**src/rtl/kbd_scan_ctrl_if.sv**
```systemverilog
// ---------------------------------------------------------------------------
// kbd_scan_ctrl_if
// Event read-out bus between the keyboard scan controller and the CPU-side
// port logic.
//
// Signals:
//   evt_valid  head event present (FIFO non-empty)
//   evt_code   head event {brk, 1'b0, row[2:0], col[2:0]}; brk=1 is release
//   evt_ready  consumer takes the head event when evt_valid & evt_ready
//   overflow   sticky flag: an event was dropped because the FIFO was full
//   ovf_clr    clears overflow
//
// Modports:
//   master  the scan controller (produces events)
//   slave   the consumer (accepts events, clears overflow)
// ---------------------------------------------------------------------------
interface kbd_scan_ctrl_if;
  logic       evt_valid;
  logic [7:0] evt_code;
  logic       evt_ready;
  logic       overflow;
  logic       ovf_clr;

  modport master (
    output evt_valid,
    output evt_code,
    output overflow,
    input  evt_ready,
    input  ovf_clr
  );

  modport slave (
    input  evt_valid,
    input  evt_code,
    input  overflow,
    output evt_ready,
    output ovf_clr
  );
endinterface

```
**src/rtl/kbd_scan_ctrl.sv**
```systemverilog
// ---------------------------------------------------------------------------
// kbd_scan_ctrl
// Sequences a Nascom-style 8x7 keyboard matrix. An external counter selects
// the row; this block pulses its clock/clear lines, keeps a mirror of its
// value, debounces every row and queues make/break events in a 4-deep FIFO
// that is read out over a valid/ready handshake.
//
// Parameters:
//   SETTLE_CYC  cycles row_sel is held before the columns are sampled (1..255)
//   DEBOUNCE_N  identical consecutive samples needed to accept a change (1..15)
//
// Ports:
//   clk          system clock
//   reset        synchronous reset, active-high
//   enable       scan enable
//   col[6:0]     column sense, active-high, bit n = column n
//   row_clk      one-cycle pulse advancing the external row counter
//   row_clr      one-cycle pulse clearing the external row counter
//   row_sel[2:0] mirror of the external counter
//   scan_active  high whenever the sequencer is not idle
//   evt          event bus (kbd_scan_ctrl_if.master)
//
// Optional feature (macro KBD_SCAN_IRQ_EN):
//   irq_mask     input, masks the interrupt
//   irq          output, registered (evt_valid | overflow) & ~irq_mask
// ---------------------------------------------------------------------------
module kbd_scan_ctrl #(
  parameter int SETTLE_CYC = 4,
  parameter int DEBOUNCE_N = 3
) (
  input  logic       clk,
  input  logic       reset,
  input  logic       enable,
  input  logic [6:0] col,
  output logic       row_clk,
  output logic       row_clr,
  output logic [2:0] row_sel,
  output logic       scan_active,
`ifdef KBD_SCAN_IRQ_EN
  input  logic       irq_mask,
  output logic       irq,
`endif
  kbd_scan_ctrl_if.master evt
);

  typedef enum logic [2:0] {
    IDLE,
    CLR,
    SETTLE,
    SAMPLE,
    EMIT,
    NEXT
  } state_t;

  localparam logic [7:0] SETTLE_LAST = 8'(SETTLE_CYC - 1);
  localparam logic [3:0] DEB_MAX     = 4'(DEBOUNCE_N);

  state_t     state;
  state_t     next_state;

  logic [7:0] settle_cnt;
  logic [2:0] emit_col;

  logic [6:0] stable    [8];
  logic [6:0] candidate [8];
  logic [3:0] cnt       [8];

  logic [7:0] fifo_mem  [4];
  logic [1:0] wr_ptr;
  logic [1:0] rd_ptr;
  logic [2:0] fifo_cnt;
  logic       ovf_flag;

  logic       row_clk_d;
  logic       row_clr_d;
  logic       emit_hit;
  logic [7:0] emit_code;
  logic       fifo_full;
  logic       pop;
  logic       push_ok;
  logic       drop;

  // State register
  always_ff @(posedge clk) begin
    if (reset) begin
      state <= IDLE;
    end else begin
      state <= next_state;
    end
  end

  // Next-state logic. A dropped enable is only honoured in NEXT so the
  // current row always finishes cleanly.
  always_comb begin
    next_state = state;
    unique case (state)
      IDLE:    if (enable) next_state = CLR;
      CLR:     next_state = SETTLE;
      SETTLE:  if (settle_cnt == SETTLE_LAST) next_state = SAMPLE;
      SAMPLE:  next_state = EMIT;
      EMIT:    if (emit_col == 3'd6) next_state = NEXT;
      NEXT: begin
        if (!enable)               next_state = IDLE;
        else if (row_sel == 3'd7)  next_state = CLR;
        else                       next_state = SETTLE;
      end
      default: next_state = IDLE;
    endcase
  end

  // Output decode. row_clk/row_clr are computed from the next state so the
  // registered pulse lines up with the CLR/NEXT cycle itself. The wrapping
  // NEXT (row 7) gives no row_clk; the following CLR resets the counter.
  always_comb begin
    row_clr_d = (next_state == CLR);
    row_clk_d = (next_state == NEXT) && (row_sel != 3'd7);
    emit_hit  = (state == EMIT) && (cnt[row_sel] == DEB_MAX) &&
                (candidate[row_sel][emit_col] != stable[row_sel][emit_col]);
    emit_code = {~candidate[row_sel][emit_col], 1'b0, row_sel, emit_col};
  end

  assign scan_active = (state != IDLE);

  // Sequencer datapath: pulse registers, row mirror, timers and the
  // per-row debounce images.
  always_ff @(posedge clk) begin
    if (reset) begin
      row_clk    <= 1'b0;
      row_clr    <= 1'b0;
      row_sel    <= 3'd0;
      settle_cnt <= 8'd0;
      emit_col   <= 3'd0;
      for (int r = 0; r < 8; r++) begin
        stable[r]    <= 7'd0;
        candidate[r] <= 7'd0;
        cnt[r]       <= 4'd0;
      end
    end else begin
      row_clk <= row_clk_d;
      row_clr <= row_clr_d;

      if (state == CLR) begin
        row_sel <= 3'd0;
      end else if ((state == NEXT) && (row_sel != 3'd7)) begin
        row_sel <= row_sel + 3'd1;
      end

      settle_cnt <= (state == SETTLE) ? settle_cnt + 8'd1 : 8'd0;
      emit_col   <= (state == EMIT) ? emit_col + 3'd1 : 3'd0;

      // Any change restarts the count; an unchanged sample moves it toward
      // the acceptance threshold, where it saturates.
      if (state == SAMPLE) begin
        if (col != candidate[row_sel]) begin
          candidate[row_sel] <= col;
          cnt[row_sel]       <= 4'd1;
        end else if (cnt[row_sel] != DEB_MAX) begin
          cnt[row_sel] <= cnt[row_sel] + 4'd1;
        end
      end

      // The accepted image follows the candidate even when the event is
      // dropped, so a lost event is never re-reported.
      if (emit_hit) begin
        stable[row_sel][emit_col] <= candidate[row_sel][emit_col];
      end
    end
  end

  assign fifo_full = (fifo_cnt == 3'd4);
  assign pop       = evt.evt_valid & evt.evt_ready;
  assign push_ok   = emit_hit & (~fifo_full | pop);
  assign drop      = emit_hit & fifo_full & ~pop;

  // Event FIFO storage; contents are don't-care until written.
  always_ff @(posedge clk) begin
    if (push_ok) begin
      fifo_mem[wr_ptr] <= emit_code;
    end
  end

  // FIFO pointers, occupancy and the sticky overflow flag. A drop in the
  // same cycle as ovf_clr leaves overflow set.
  always_ff @(posedge clk) begin
    if (reset) begin
      wr_ptr   <= 2'd0;
      rd_ptr   <= 2'd0;
      fifo_cnt <= 3'd0;
      ovf_flag <= 1'b0;
    end else begin
      if (push_ok) wr_ptr <= wr_ptr + 2'd1;
      if (pop)     rd_ptr <= rd_ptr + 2'd1;
      unique case ({push_ok, pop})
        2'b10:   fifo_cnt <= fifo_cnt + 3'd1;
        2'b01:   fifo_cnt <= fifo_cnt - 3'd1;
        default: fifo_cnt <= fifo_cnt;
      endcase
      if (drop) begin
        ovf_flag <= 1'b1;
      end else if (evt.ovf_clr) begin
        ovf_flag <= 1'b0;
      end
    end
  end

  assign evt.evt_valid = (fifo_cnt != 3'd0);
  assign evt.evt_code  = evt.evt_valid ? fifo_mem[rd_ptr] : 8'd0;
  assign evt.overflow  = ovf_flag;

`ifdef KBD_SCAN_IRQ_EN
  // Interrupt request, registered from the current FIFO/overflow status.
  always_ff @(posedge clk) begin
    if (reset) begin
      irq <= 1'b0;
    end else begin
      irq <= (evt.evt_valid | ovf_flag) & ~irq_mask;
    end
  end
`endif

endmodule

```
**src/flat_wrapper.sv**
```systemverilog
// flat-port wrapper written by rule: the top's interface ports become plain ports
module kbd_scan_ctrl_flat 
#(
  parameter int SETTLE_CYC = 4,
  parameter int DEBOUNCE_N = 3
)
  (clk, reset, enable, col, row_clk, row_clr, row_sel, scan_active, evt_evt_valid, evt_evt_code, evt_overflow, evt_evt_ready, evt_ovf_clr);
  kbd_scan_ctrl_if evt_i ();
  input  logic clk;
  input  logic reset;
  input  logic enable;
  input  logic [6:0] col;
  output logic row_clk;
  output logic row_clr;
  output logic [2:0] row_sel;
  output logic scan_active;
  output wire logic [$bits(evt_i.evt_valid)-1:0] evt_evt_valid;
  output wire logic [$bits(evt_i.evt_code)-1:0] evt_evt_code;
  output wire logic [$bits(evt_i.overflow)-1:0] evt_overflow;
  input wire logic [$bits(evt_i.evt_ready)-1:0] evt_evt_ready;
  input wire logic [$bits(evt_i.ovf_clr)-1:0] evt_ovf_clr;
  assign evt_evt_valid = evt_i.evt_valid;
  assign evt_evt_code = evt_i.evt_code;
  assign evt_overflow = evt_i.overflow;
  assign evt_i.evt_ready = evt_evt_ready;
  assign evt_i.ovf_clr = evt_ovf_clr;
  kbd_scan_ctrl #(.SETTLE_CYC(SETTLE_CYC), .DEBOUNCE_N(DEBOUNCE_N)) u_core (.clk(clk), .reset(reset), .enable(enable), .col(col), .row_clk(row_clk), .row_clr(row_clr), .row_sel(row_sel), .scan_active(scan_active), .evt(evt_i));
endmodule
```
**config.mk**
```make
export PLATFORM = sky130hd
export DESIGN_NAME = kbd_scan_ctrl_flat
export DESIGN_NICKNAME = d
export VERILOG_FILES = /design/src/rtl/kbd_scan_ctrl_if.sv /design/src/rtl/kbd_scan_ctrl.sv /design/src/flat_wrapper.sv
export SDC_FILE = /design/constraint.sdc
export NUM_CORES = 1
export LEC_CHECK = 0
export CAP_MARGIN = 10
export CORE_ASPECT_RATIO = 2
export CORE_MARGIN = 5
export CORE_UTILIZATION = 25
export DETAILED_ROUTE_END_ITERATION = 8
export GPL_TIMING_DRIVEN = 1
export HOLD_SLACK_MARGIN = 0.08
export PLACE_DENSITY = 0.46
export SETUP_SLACK_MARGIN = 0.05
export SYNTH_ARGS = -nofsm -noshare
export SYNTH_HDL_FRONTEND = slang
export SYNTH_SLANG_ARGS = --single-unit
```
**constraint.sdc**
```tcl
create_clock -name clk -period 7.5 [get_ports clk]
set_input_delay 2.25 -clock clk [delete_from_list [all_inputs] [get_ports clk]]
set_output_delay 2.25 -clock clk [all_outputs]
set_load 0.02 [all_outputs]
```
==> run_results.csv <==
group,metric,value,unit
logic_synthesis,ys_types,56,
clock_tree,cts_hold_buf,0,
timing,relSlewSlack,27.2,%
clock_tree,clk_root_buffer_cell,"clkbuf_16",
drt,routed_wl,25600,um
logic_synthesis,synth_area_per_cell,12.3,um^2
logic_synthesis,ys_seq_elements,204,
floorplanning,coreArea,38700,um^2
worst_hold_path,holdPathEnd,"u_core.settle_cnt[0]",
critical_path,crit_type,"reg -> out",
logic_synthesis,synth_mux_area_share,11.0,%
clock_tree,cts_setup_buffers,0,
grt,gr-usage-all-layers,12.0,%
timing,finalClockSkew,0.0101,ns
worst_hold_path,hold_path_depth,1,
clock_tree,ctsResizeCount,0,
drt,dr.pass1.iters,5,
drt,wire_per_inst,19.3,um
drt,first_iter_violations,240,
critical_path,r2r-end,"u_core.fifo_cnt[2]",
clock_tree,cts_inserted_buffers,20,
critical_path,endpoint_kind,"output pin",
final_layout,final_core_util,29.0,%
critical_path,crit_arrival,2.39,ns
logic_synthesis,synth_area,9770,um^2
grt,grt_pass1_vias,6452,
drt,vias,6103,
clock_tree,clk_latency,0.50,ns
timing,fin_crit_sh,61.9,%
timing,tightestPinTransition,1.08,ns
power,p_leak,3.60,nW
clock_tree,cts_sinks,204,
logic_synthesis,synth_compound_area_share,8.31,%
critical_path,r2r_setup_slack,2.97,ns
timing,period_needed,4.64,ns
floorplanning,die-height,290,um
floorplanning,num_rows,102,
place,hpwl,17500,um
timing,grt_setup_unrepaired,"false",
grt,grt-ovfl-total,0,
floorplanning,start_util,25.3,%
final_layout,fill_cells,3923,
final_layout,regArea,5810,um^2
grt,grt_start_max_net_pins,93,
final_layout,area_growth,14.7,%
power,power_density,232,nW/um^2
drt,ant_nets,0,
final_layout,drive_gt1_share,13.2,%
grt,antenna_found_initial,0,
place,place_congestion,0.807,
timing,setup_viol,0,
final_layout,antenna_cells,0,
critical_path,cp-start-kind,"flip-flop",
timing,finalHoldViolCount,0,
timing,final_max_slew_viol_count,0,
logic_synthesis,synth_top_family_by_area,"simple AND/OR/NAND/NOR gates",
power,totalPowerFinal,2.60,mW
run_status,status,"finished, final reports clean",
logic_synthesis,yosysWarningCount,0,
worst_hold_path,worstHoldStart,"u_core.settle_cnt[0]",
timing,fin_setup_tns,0,ns
grt,grt_pass1_wl,39400,um
logic_synthesis,netlist_instances,793,
clock_tree,clkTransAtPathRegs,0.06,ns
clock_tree,cts_tree,"built",
power,ir_drop,118,uV
logic_synthesis,synth-xor-area-share,1.79,%
floorplanning,fp.dieArea,43400,um^2
critical_path,crit_required,5.25,ns
run,cap_violations,0,
logic_synthesis,ys_seq_area_share,59.4,%
logic_synthesis,synth-edff-count,172,
logic_synthesis,yosys.area_share.simple,14.9,%
worst_hold_path,hold_class,"reg -> reg",
drt,viasPerCell,4.61,
timing,max_freq,215,MHz
drt,remaining_drc_errors,0,
logic_synthesis,synth_fa_ha_area_share,1.49,%
critical_path,rr_worst_depth,11,
critical_path,crit_fanout,7,
logic_synthesis,synth_nets,816,
final_layout,multi_input_area,3670,um^2
place,port_buffers,26,
final_layout,layout.nets,814,
clock_tree,htreeDepth,1,
logic_synthesis,ys.flop_type,"edfxtp_1",
floorplanning,fp.dieW,150,um
floorplanning,io_pins,28,
clock_tree,clock_path_buffers,3,
logic_synthesis,synth-async-reset-ratio,0,%
## area by class of cell
class,instances,share of cell area [%]
clock inverters,5,0.681
inverters,7,0.235
repair buffers,39,3.15
flip-flops and latches,204,51.8
well taps,520,5.81
multi-input cells,519,32.7
clock buffers,31,5.57
## state kept, by name, indices dropped and copies added (netlist names), 2 cells and up, named ones only
register	flops
u_core.rd_ptr	2
u_core.emit_col	3
u_core.candidate	56
u_core.cnt	32
u_core.state	3
u_core.row_sel	3
u_core.stable	56
u_core.settle_cnt	8
u_core.fifo_cnt	3
u_core.wr_ptr	2
u_core.fifo_mem	28
## metal layers
layer  global-route usage, %  wire, um  vias up
li1                        -         -     2868
met1                    12.5      9270     3080
met2                    24.1     14700      115
met3                    1.26       707       40
met4                    4.92       895        0
met5                       0         0        -
## critical path: stages (launching register included)
cell and delay (ns):
dfxtp_1 0.64, mux4_2 0.56, and2_1 0.17, clkdlybuf4s50_1 0.53
## cell usage after synthesis, drive strengths merged, types with 7 or more instances
cell | number | area (um^2)
a21o | 14 | 105
and2 | 13 | 81.3
buf | 24 | 124
clkbuf | 39 | 146
dfxtp | 32 | 641
edfxtp | 172 | 5160
ha | 10 | 125
inv | 7 | 26.3
mux2 | 14 | 158
mux2i | 13 | 130
mux4 | 35 | 788
nand2 | 38 | 143
nand2b | 7 | 43.8
nand3 | 13 | 70.1
nor2 | 188 | 706
nor2b | 10 | 62.6
nor3 | 8 | 40.0
o21bai | 56 | 420
or3 | 7 | 48.8
xnor2 | 11 | 96.3
xor2 | 9 | 78.8
## layout by cell type, fill, tap and decap left out, types with 4 or more instances in the layout
| cell | n |
|---|---|
| nor3b_1 | 5 |
| clkbuf_1 | 5 |
| or3_1 | 6 |
| a211oi_1 | 5 |
| xor2_1 | 9 |
| nand3_1 | 12 |
| dfxtp_1 | 30 |
| nor3_1 | 8 |
| clkbuf_16 | 22 |
| buf_4 | 13 |
| o21bai_1 | 56 |
| and3_1 | 5 |
| nor4_1 | 6 |
| clkbuf_8 | 4 |
| a21o_1 | 14 |
| mux2_2 | 14 |
| xnor2_1 | 11 |
| o21ai_0 | 4 |
| edfxtp_1 | 172 |
| and2_1 | 13 |
| nand2b_1 | 7 |
| nor4bb_1 | 4 |
| mux4_2 | 35 |
| mux2i_1 | 13 |
| nor2_1 | 188 |
| nand2_1 | 38 |
| a22oi_1 | 6 |
| nor2b_1 | 10 |
| clkdlybuf4s50_1 | 25 |
| ha_1 | 10 |
| inv_1 | 7 |
## metrics by stage
step / std cells / hold slack, ns / instance area, um^2 / setup WS, ns
after detailed placement: 1289 / 0.446 / 10500 / 2.65
after global routing: 1325 / 0.487 / 11200 / 2.69
after CTS: 1325 / 0.460 / 11200 / 2.78
after floorplan: 793 / 0.418 / 9770 / 3.56
after global placement: 1289 / 0.436 / 10500 / 2.72
final: 1325 / 0.455 / 11200 / 2.86
## kinds of logic after synthesis
| group | count (synthesis) |
|---|---|
| AOI/OAI and AO/OA | 107 |
| xor gates and xnor gates | 20 |
| adders and majority gates | 11 |
| buffers and inverters | 70 |
| DFF | 204 |
| muxes | 62 |
| other | 1 |
| and+or+nand+nor | 318 |
## power by group
| group | leakage, nW | total, mW | internal [mW] | switching [mW] |
|---|---|---|---|---|
| Sequential | 2.00 | 1.29 | 1.26 | 0.0274 |
| Combinational | 1.25 | 0.232 | 0.114 | 0.118 |
| Clock | 0.340 | 1.07 | 0.643 | 0.432 |
## how the worst max path moves through the flow
stage	to	slack [ns]
CTS	evt_evt_code[0]	2.78
global route	evt_evt_code[7]	2.69
global placement	u_core.candidate[3][4]	2.72
floorplan	u_core.candidate[7][0]	3.56
detailed placement	u_core.candidate[6][4]	2.65
finish	evt_evt_code[0]	2.86
Note: power is estimated with default switching activity, not from simulation.
